==> src/rtl/muldiv_unit_pkg.sv <==
// muldiv_unit_pkg: shared definitions for the HI/LO multiply/divide sequencer.
//   MD_* operation codes driven by decode, iteration count, FSM state codes,
//   the per-sequence context latched at start, and small operand helpers.
package muldiv_unit_pkg;

    localparam logic [2:0] MD_NONE  = 3'd0;
    localparam logic [2:0] MD_MULT  = 3'd1;
    localparam logic [2:0] MD_MULTU = 3'd2;
    localparam logic [2:0] MD_DIV   = 3'd3;
    localparam logic [2:0] MD_DIVU  = 3'd4;
    localparam logic [2:0] MD_MTHI  = 3'd5;
    localparam logic [2:0] MD_MTLO  = 3'd6;

    localparam int unsigned MD_ITER  = 32;
    localparam int unsigned MD_CNT_W = $clog2(MD_ITER);

    localparam logic [1:0] ST_IDLE = 2'd0;
    localparam logic [1:0] ST_RUN  = 2'd1;
    localparam logic [1:0] ST_FIX  = 2'd2;

    // Context captured when a sequence starts, consumed in FIX.
    typedef struct packed {
        logic is_div;   // divide sequence (else multiply)
        logic neg_res;  // negate product / quotient
        logic neg_rem;  // negate remainder (dividend was negative)
        logic div0;     // divisor was zero
    } md_ctx_t;

    // Ops that launch a 32-iteration sequence.
    function automatic logic md_is_seq(input logic [2:0] op);
        return (op == MD_MULT) || (op == MD_MULTU) || (op == MD_DIV) || (op == MD_DIVU);
    endfunction

    // Codes 7 and above behave as MD_NONE.
    function automatic logic md_is_active(input logic [2:0] op);
        return (op != MD_NONE) && (op <= MD_MTLO);
    endfunction

    function automatic logic [31:0] mag32(input logic [31:0] v, input logic is_signed);
        return (is_signed && v[31]) ? (32'd0 - v) : v;
    endfunction

endpackage

==> src/rtl/muldiv_unit_if.sv <==
// muldiv_unit_if: execute-stage <-> muldiv_unit connection.
//   md_op, hilo_rd, rs_val, rt_val : execute -> unit
//   hi, lo, busy, stall            : unit -> execute / hazard logic
interface muldiv_unit_if;
    logic [2:0]  md_op;
    logic        hilo_rd;
    logic [31:0] rs_val;
    logic [31:0] rt_val;
    logic [31:0] hi;
    logic [31:0] lo;
    logic        busy;
    logic        stall;

    modport master (
        output md_op, hilo_rd, rs_val, rt_val,
        input  hi, lo, busy, stall
    );

    modport slave (
        input  md_op, hilo_rd, rs_val, rt_val,
        output hi, lo, busy, stall
    );
endinterface

==> src/rtl/muldiv_unit.sv <==
// muldiv_unit: iterative multiply/divide sequencer owning HI/LO.
//   clk   : core clock, rising edge
//   rst   : synchronous active-high reset
//   md    : slave side of muldiv_unit_if
//           md_op/rs_val/rt_val select MULT/MULTU/DIV/DIVU/MTHI/MTLO,
//           hilo_rd flags MFHI/MFLO in execute,
//           hi/lo are the architectural registers, busy = sequence in flight,
//           stall (combinational) holds execute and earlier stages.
// Sequence: IDLE accepts an op, RUN does 32 shift-add / restoring-divide
// steps on magnitudes, FIX applies signs and writes HI/LO.
module muldiv_unit
    import muldiv_unit_pkg::*;
(
    input  logic          clk,
    input  logic          rst,
    muldiv_unit_if.slave  md
);

    logic [1:0]          state;
    logic [MD_CNT_W-1:0] cnt;
    logic [63:0]         work;   // product, or remainder:quotient
    logic [31:0]         opnd;   // multiplicand or divisor magnitude
    md_ctx_t             ctx;
    logic [31:0]         hi_r;
    logic [31:0]         lo_r;

    logic        op_signed;
    logic [31:0] rs_mag;
    logic [31:0] rt_mag;

    logic [32:0] mul_sum;
    logic [63:0] mul_next;
    logic [32:0] div_rem;
    logic [32:0] div_diff;
    logic [63:0] div_next;

    logic [63:0] prod_fix;
    logic [31:0] quo_fix;
    logic [31:0] rem_fix;
    logic [31:0] res_hi;
    logic [31:0] res_lo;

    assign md.hi    = hi_r;
    assign md.lo    = lo_r;
    assign md.busy  = (state != ST_IDLE);
    assign md.stall = md.busy && (md.hilo_rd || md_is_active(md.md_op));

    always_comb begin
        op_signed = (md.md_op == MD_MULT) || (md.md_op == MD_DIV);
        rs_mag    = mag32(md.rs_val, op_signed);
        rt_mag    = mag32(md.rt_val, op_signed);
    end

    // One iteration of each algorithm. The multiplier sits in work[31:0] and
    // is shifted out as product bits shift in; the dividend likewise shifts
    // out of work[31:0] while quotient bits shift in.
    always_comb begin
        mul_sum  = {1'b0, work[63:32]} + (work[0] ? {1'b0, opnd} : 33'd0);
        mul_next = {mul_sum, work[31:1]};

        div_rem  = work[63:31];
        div_diff = div_rem - {1'b0, opnd};
        // A borrow out of bit 32 means the partial remainder was smaller.
        div_next = div_diff[32] ? {work[62:0], 1'b0}
                                : {div_diff[31:0], work[30:0], 1'b1};
    end

    always_comb begin
        prod_fix = ctx.neg_res ? (64'd0 - work) : work;
        quo_fix  = ctx.neg_res ? (32'd0 - work[31:0]) : work[31:0];
        rem_fix  = ctx.neg_rem ? (32'd0 - work[63:32]) : work[63:32];
        if (ctx.is_div) begin
            // Zero divisor leaves remainder = |rs|; re-signing gives rs back.
            res_hi = rem_fix;
            res_lo = ctx.div0 ? '1 : quo_fix;
        end else begin
            res_hi = prod_fix[63:32];
            res_lo = prod_fix[31:0];
        end
    end

    always_ff @(posedge clk) begin
        if (rst) begin
            state <= ST_IDLE;
            cnt   <= '0;
            work  <= '0;
            opnd  <= '0;
            ctx   <= '0;
            hi_r  <= '0;
            lo_r  <= '0;
        end else begin
            case (state)
                ST_IDLE: begin
                    if (md_is_seq(md.md_op)) begin
                        work        <= {32'd0, rs_mag};
                        opnd        <= rt_mag;
                        ctx.is_div  <= (md.md_op == MD_DIV) || (md.md_op == MD_DIVU);
                        ctx.neg_res <= op_signed && (md.rs_val[31] ^ md.rt_val[31]);
                        ctx.neg_rem <= (md.md_op == MD_DIV) && md.rs_val[31];
                        ctx.div0    <= (md.rt_val == 32'd0);
                        cnt         <= MD_CNT_W'(MD_ITER - 1);
                        state       <= ST_RUN;
                    end else if (md.md_op == MD_MTHI) begin
                        hi_r <= md.rs_val;
                    end else if (md.md_op == MD_MTLO) begin
                        lo_r <= md.rs_val;
                    end
                end
                ST_RUN: begin
                    work <= ctx.is_div ? div_next : mul_next;
                    if (cnt == '0) begin
                        state <= ST_FIX;
                    end else begin
                        cnt <= cnt - 1'b1;
                    end
                end
                ST_FIX: begin
                    hi_r  <= res_hi;
                    lo_r  <= res_lo;
                    state <= ST_IDLE;
                end
                default: state <= ST_IDLE;
            endcase
        end
    end

endmodule

==> src/flat_wrapper.sv <==
// flat-port wrapper written by rule: the top's interface ports become plain ports
module muldiv_unit_flat import muldiv_unit_pkg::*;
  (clk, rst, md_md_op, md_hilo_rd, md_rs_val, md_rt_val, md_hi, md_lo, md_busy, md_stall);
  muldiv_unit_if md_i ();
  input  logic clk;
  input  logic rst;
  input wire logic [$bits(md_i.md_op)-1:0] md_md_op;
  input wire logic [$bits(md_i.hilo_rd)-1:0] md_hilo_rd;
  input wire logic [$bits(md_i.rs_val)-1:0] md_rs_val;
  input wire logic [$bits(md_i.rt_val)-1:0] md_rt_val;
  output wire logic [$bits(md_i.hi)-1:0] md_hi;
  output wire logic [$bits(md_i.lo)-1:0] md_lo;
  output wire logic [$bits(md_i.busy)-1:0] md_busy;
  output wire logic [$bits(md_i.stall)-1:0] md_stall;
  assign md_i.md_op = md_md_op;
  assign md_i.hilo_rd = md_hilo_rd;
  assign md_i.rs_val = md_rs_val;
  assign md_i.rt_val = md_rt_val;
  assign md_hi = md_i.hi;
  assign md_lo = md_i.lo;
  assign md_busy = md_i.busy;
  assign md_stall = md_i.stall;
  muldiv_unit u_core (.clk(clk), .rst(rst), .md(md_i));
endmodule
==> config.mk <==
export PLATFORM = sky130hd
export DESIGN_NAME = muldiv_unit_flat
export DESIGN_NICKNAME = d
export VERILOG_FILES = /design/src/rtl/muldiv_unit_pkg.sv /design/src/rtl/muldiv_unit_if.sv /design/src/rtl/muldiv_unit.sv /design/src/flat_wrapper.sv
export SDC_FILE = /design/constraint.sdc
export NUM_CORES = 1
export LEC_CHECK = 0
export ABC_AREA = 1
export CORE_MARGIN = 2
export CORE_UTILIZATION = 35
export CTS_CLUSTER_SIZE = 8
export DETAILED_ROUTE_END_ITERATION = 8
export PLACE_DENSITY = 0.51
export SLEW_MARGIN = 40
export SYNTH_ARGS = -nofsm -noshare
export SYNTH_HDL_FRONTEND = slang
export SYNTH_SLANG_ARGS = --single-unit
export TNS_END_PERCENT = 100
==> constraint.sdc <==
create_clock -name clk -period 2.6 [get_ports clk]
set_input_delay 0.52 -clock clk [delete_from_list [all_inputs] [get_ports clk]]
set_output_delay 0.52 -clock clk [all_outputs]
set_load 0.1 [all_outputs]
## Yosys cells after proc, flatten, opt, wreduce, memory -nomap -nowiden

Cells that the tools add are included.

| word-level totals | value |
|---|---|
| flip-flop bits (word level) | 171 |
| output and inout bits | 66 |
| word-level logic and storage cells | 86 |

| cells by class | value |
|---|---|
| $add $sub $neg | 8 |
| magnitude comparators | 1 |
| equal/unequal tests | 15 |
| mux-type cells | 26 |
| bitwise operators | 1 |
| reduce and logical (&&, ||, !) cells | 25 |

Operators with widths:

| kind | number |
|---|---|
| 2-to-1 mux 32 bit | 13 |
| 2-to-1 mux 64 bit | 4 |
| one-hot mux 32 bit (2 select lines) | 2 |
| one-hot mux 64 bit (2 select lines) | 1 |
| subtractor 1 x 32 -> 32 bit (first input constant) | 4 |
| subtractor 1 x 64 -> 64 bit (first input constant) | 1 |
| adder 32 x 33 -> 33 bit | 1 |
| subtractor 33 x 32 -> 33 bit | 1 |
| zero test 32 bit | 1 |
| 2-to-1 mux 5 bit | 2 |
| one-hot mux 5 bit (2 select lines) | 1 |
| equality test 3 bit (second input constant) | 3 |
| != test 2 x 1 -> 1 bit (second input constant) | 4 |
| equality test 3 x 2 -> 1 bit (second input constant) | 2 |
| logical AND 1 bit | 6 |
| logical OR 1 bit | 6 |
| != test 2 bit (second input constant) | 3 |
| AND reduction 2 bit | 3 |
| AND reduction 3 bit | 2 |
| nonzero test 2 bit | 3 |
| zero test 5 bit | 1 |
| subtractor 5 x 1 -> 5 bit (second input constant) | 1 |
| 2-to-1 mux 2 bit | 2 |
| one-hot mux 2 bit (2 select lines) | 1 |
| 8 further kinds | 8 |

## Depth between registers and ports, before layout

| logic depth | value |
|---|---|
| word-level depth | 6 |
| gate-level depth with buffers | 21 |
| gate-level depth less buffers | 20 |

## Worst setup path before layout

No wires, ideal clock.

| timing | value |
|---|---|
| path kind | input-to-output |
| start | input port md_md_op[1] |
| end | output port md_stall |
| arrival time | 2.164 ns |
| data required time | 2.080 ns |
| setup slack | -0.084 ns |
| cell stages on the path | 4 |
| path buffers | 0 |
| cells stage by stage | nor2_1 nor2_1 inv_1 a21oi_1 |

| between the ends | value |
|---|---|
| longest elaborated chain between the ends | 4 |

RTL lines:

| item | RTL line | text |
|---|---|---|
| from (decl) | flat_wrapper.sv:7 | `input wire logic [$bits(md_i.md_op)-1:0] md_md_op;` |
| less-or-equal comparator 3 bit or nonzero test 3 bit (tied branches) | muldiv_unit_pkg.sv:36 | `return (op != MD_NONE) && (op <= MD_MTLO);` |
| logical AND 1 bit * | muldiv_unit_pkg.sv:36 |  |
| logical OR 1 bit * | muldiv_unit.sv:46 | `assign md.stall = md.busy && (md.hilo_rd \|\| md_is_active(md.md_op));` |
| logical AND 1 bit * | muldiv_unit.sv:46 |  |
| to (decl) | flat_wrapper.sv:14 | `output wire logic [$bits(md_i.stall)-1:0] md_stall;` |

Mark *: on every way between the ends. The rest lies on a longest branch, timed or not.

## Final worst setup path

| timing | value |
|---|---|
| start | register u_core.work[59] |
| end | register u_core.work[59] |

| between the ends | value |
|---|---|
| longest elaborated chain between the ends | 4 |

RTL lines:

| item | RTL line | text |
|---|---|---|
| from (decl) | muldiv_unit.sv:21 | `logic [63:0] work;` |
| from (signal assigned) | muldiv_unit.sv:95 | `work <= {32'd0, rs_mag};` |
| from (signal assigned) | muldiv_unit.sv:110 | `work <= ctx.is_div ? div_next : mul_next;` |
| subtractor 33 x 32 -> 33 bit | muldiv_unit.sv:62 | `div_diff = div_rem - {1'b0, opnd};` |
| 2-to-1 mux 64 bit | muldiv_unit.sv:64 | `div_next = div_diff[32] ? {work[62:0], 1'b0}` |
| 2-to-1 mux 64 bit * | muldiv_unit.sv:110 |  |
| one-hot mux 64 bit (2 select lines) * | muldiv_unit.sv:92 | `case (state)` |

Marks and branches as above.
A chain may end at the register's enable or synchronous reset.

==> reports/metrics.yaml <==
drcViolationCount: 0
peakVddDrop_mv: 0.530
crit_arrival_ns: 2.88
num_rows: 82
setup_viol: 0
synthToLayoutAreaGrowth_pct: 31.1
grt_pass1_vias: 20400
htreeDepth: 4
placed_cells: 4249
syn_nets: 3363
synthCells: 3221
synth-warning-count: 0
fin_ws_ns: 0.0654
initial_core_util_pct: 35.3
placed_area_sq_mm: 0.0219
yosys.area.top_type: "dfxtp_1"
syn_area_sq_mm: 0.0176
crit_path_frequent_cell: "nand2_1"
drive_above_1_share_pct: 17.3
grt_max_degree: 102
cp_num_buf_inv: 3
synth_area_per_cell_sq_um: 5.48
cp_top_family: "simple AND/OR/NAND/NOR gates"
root_buffer: "clkbuf_16"
fin_crit_sh_pct: 97.5
first_pass_iters: 5
power_density_mw_per_mm2: 541
hp-class: "input pin to register"
drt_wl_total_mm: 85.4
clockBufferDepth: 2
skew_ns: 0.0140
route.antenna.remaining_nets: 0
die_area_sq_mm: 0.0522
vias: 22400
place_worst_setup_slack_ns: -0.148
grt_overflow: 0
seq_area_frac_synth_pct: 19.4
yosys-top-cells-area: "dfxtp_1 (19%), nand2_1 (19%), inv_1 (11%)"
grt_pass1_wl_mm: 126
synth_edf_count: 0
cts_sinks: 171
portBuffers: 135
criticalPathCategory: "register to register"
crit_chain: "ha_1, nand2_1, nor2_1, nand2_1, inv_1, a21oi_4, buf_12, nand2_4, nand2_2, nand2_8, clkbuf_16, nand2_1, nand3_1, nand2_1, a21oi_1"
hold_viol: 0
max_freq_ghz: 0.395
stdcell_area_sq_mm: 0.0231
crit_fanout: 8
insertion_delay_ns: 0.49
max_slew_margin_pct: 45.1
nNetsFinal: 3750
final_cell_mix: "nand2_1 (884), inv_1 (529), buf_4 (396)"
worst_path_max_delay_cell: "dfxtp_1"
cts_buffers: 17
routedWlPerCell_um: 19.9
slew_violations: 0
leakagePower_nw: 11.9
ys_ff_latch: 171
ys.flop_type: "dfxtp_1"
finalCriticalPeriod_ns: 2.53
finalSetupTns_ns: 0
chipHeight_um: 229
fp.dieW_um: 229
cts_tree: "yes"
cp_data_required_time_ns: 2.95
pin_count: 136
rsz0062_at_grt: "yes"
viasPerCell: 5.22
hpwlAfterDp_mm: 69.4
layout_commonest_cell: "nand2_1"
startpoint_type: "register"
grt_usage_pct: 31.7
place.gp.congestion: 0.982
tightest_slew_ns: 0.823
antenna_found_initial: 0
crit_path_end_kind: "register"
drtIter0Drc: 2425
synth_cell_types: 46
cts.clk_slew.worst_paths_ns: 0.07
cap_violations: 0
synth_top_area_share_pct: 19.4
core_area_sq_mm: 0.0500
fin_cells: 4294
postCtsHoldBufs: 0
async_flop_share_pct: 0
status: "finished, final reports clean"
max_stage_delay_ns: 0.60
==> power breakdown <==
part	leakage, nW	total [mW]	internal (mW)	switching [mW]
registers	1.41	3.16	2.89	0.272
clock network	0.289	2.76	1.51	1.26
logic	10.2	6.59	2.27	4.31
==> registers in the layout, summed over array words and instances, names as in the netlist <==
register / flops
u_core.cnt: 5
u_core.ctx: 4
u_core.md.hi: 32
u_core.md.lo: 32
u_core.state: 2
u_core.opnd: 32
u_core.work: 64
==> worst reg2reg max path, cell delays in order (launching register included) <==
cell	delay [ns]
dfxtp_1	0.60
ha_1	0.34
nand2_1	0.10
nor2_1	0.07
nand2_1	0.11
inv_1	0.08
a21oi_4	0.17
buf_12	0.13
nand2_4	0.06
nand2_2	0.11
nand2_8	0.13
clkbuf_16	0.20
nand2_1	0.05
nand3_1	0.12
nand2_1	0.10
a21oi_1	0.05
==> what timing repair did <==
item	4_1_cts	5_1_grt
pin swaps	1	14
gates resized for setup	10	132
endpoints found under the hold margin	0	0
setup buffers	1	6
gates cloned	1	4
setup endpoints to repair	13	40
==> metrics by stage <==
stage	utilization, %	power [mW]	hold slack, ns
finish	46.3	12.5	0.452
global route	46.3	13.2	0.447
CTS	45.1	12.2	0.424
detailed placement	43.8	9.41	0.470
global placement	43.8	9.39	0.461
floorplan	-	6.95	0.445
==> layout make-up <==
cell class | count | area (sq um)
fill | 5604 | 26800
multi-input combinational | 2386 | 12100
timing repair buffer | 484 | 4060
sequential | 171 | 3460
inverter | 548 | 2060
tap | 672 | 841
clock buffer | 21 | 470
clock inverter | 11 | 134
antenna | 1 | 2.50
==> kinds of logic (layout without fill, tap and decap cells) <==
group                    Yosys count  count (layout)  share of synthesized area [%]
flip-flops                       171             171                           19.4
AND/OR/NAND/NOR                 1621            1622                           38.5
AO/OA/AOI/OAI                    630             630                           19.1
adder cells (fa/ha/maj)           72              72                           5.19
buffers and inverters            665            1064                           14.7
XOR/XNOR                          62              62                           3.08
other                              0               1                              0
==> cells in the mapped netlist (2+ instances only) <==
cell	instances
o21ai_1	14
o21ai_2	2
and2_1	5
and3_1	4
o211ai_1	13
a31oi_1	40
inv_2	8
dfxtp_1	171
nand2_1	907
o21bai_1	6
a221oi_1	3
a22o_1	17
a21oi_1	263
nor3_1	44
nor2_4	4
or3_1	2
nand2_2	15
nand4_1	51
buf_6	8
o21ai_0	256
buf_2	24
nor2_1	309
nor2_2	9
clkbuf_1	76
xor2_1	50
nand3b_1	4
buf_1	9
fa_1	2
a21o_1	8
xnor2_1	12
o22ai_1	2
nand2_4	3
a21oi_2	5
nor4_1	8
nand3_1	249
ha_1	70
inv_1	538
nand3_2	2
==> metal layers <==
layer,up-vias,share of wire (%),GRT usage (%)
li1,11100,-,-
met1,10400,48,47.2
met2,861,41,46.0
met3,95,8.4,5.84
met4,0,2.2,8.58
met5,-,0,0
==> worst paths after layout <==
kind	startpoint	to	slack, ns	cells after the start
hold reg to reg	u_core.cnt[4]$_SDFFE_PP0P_	u_core.cnt[4]$_SDFFE_PP0P_	0.49	2
setup reg to reg	u_core.work[59]$_SDFFE_PP0P_	u_core.work[59]$_SDFFE_PP0P_	0.07	15
setup / recovery	u_core.work[59]$_SDFFE_PP0P_	u_core.work[59]$_SDFFE_PP0P_	0.07	15
hold / removal	rst	u_core.cnt[3]$_SDFFE_PP0P_	0.45	2
(Power assumes the default switching activity.)
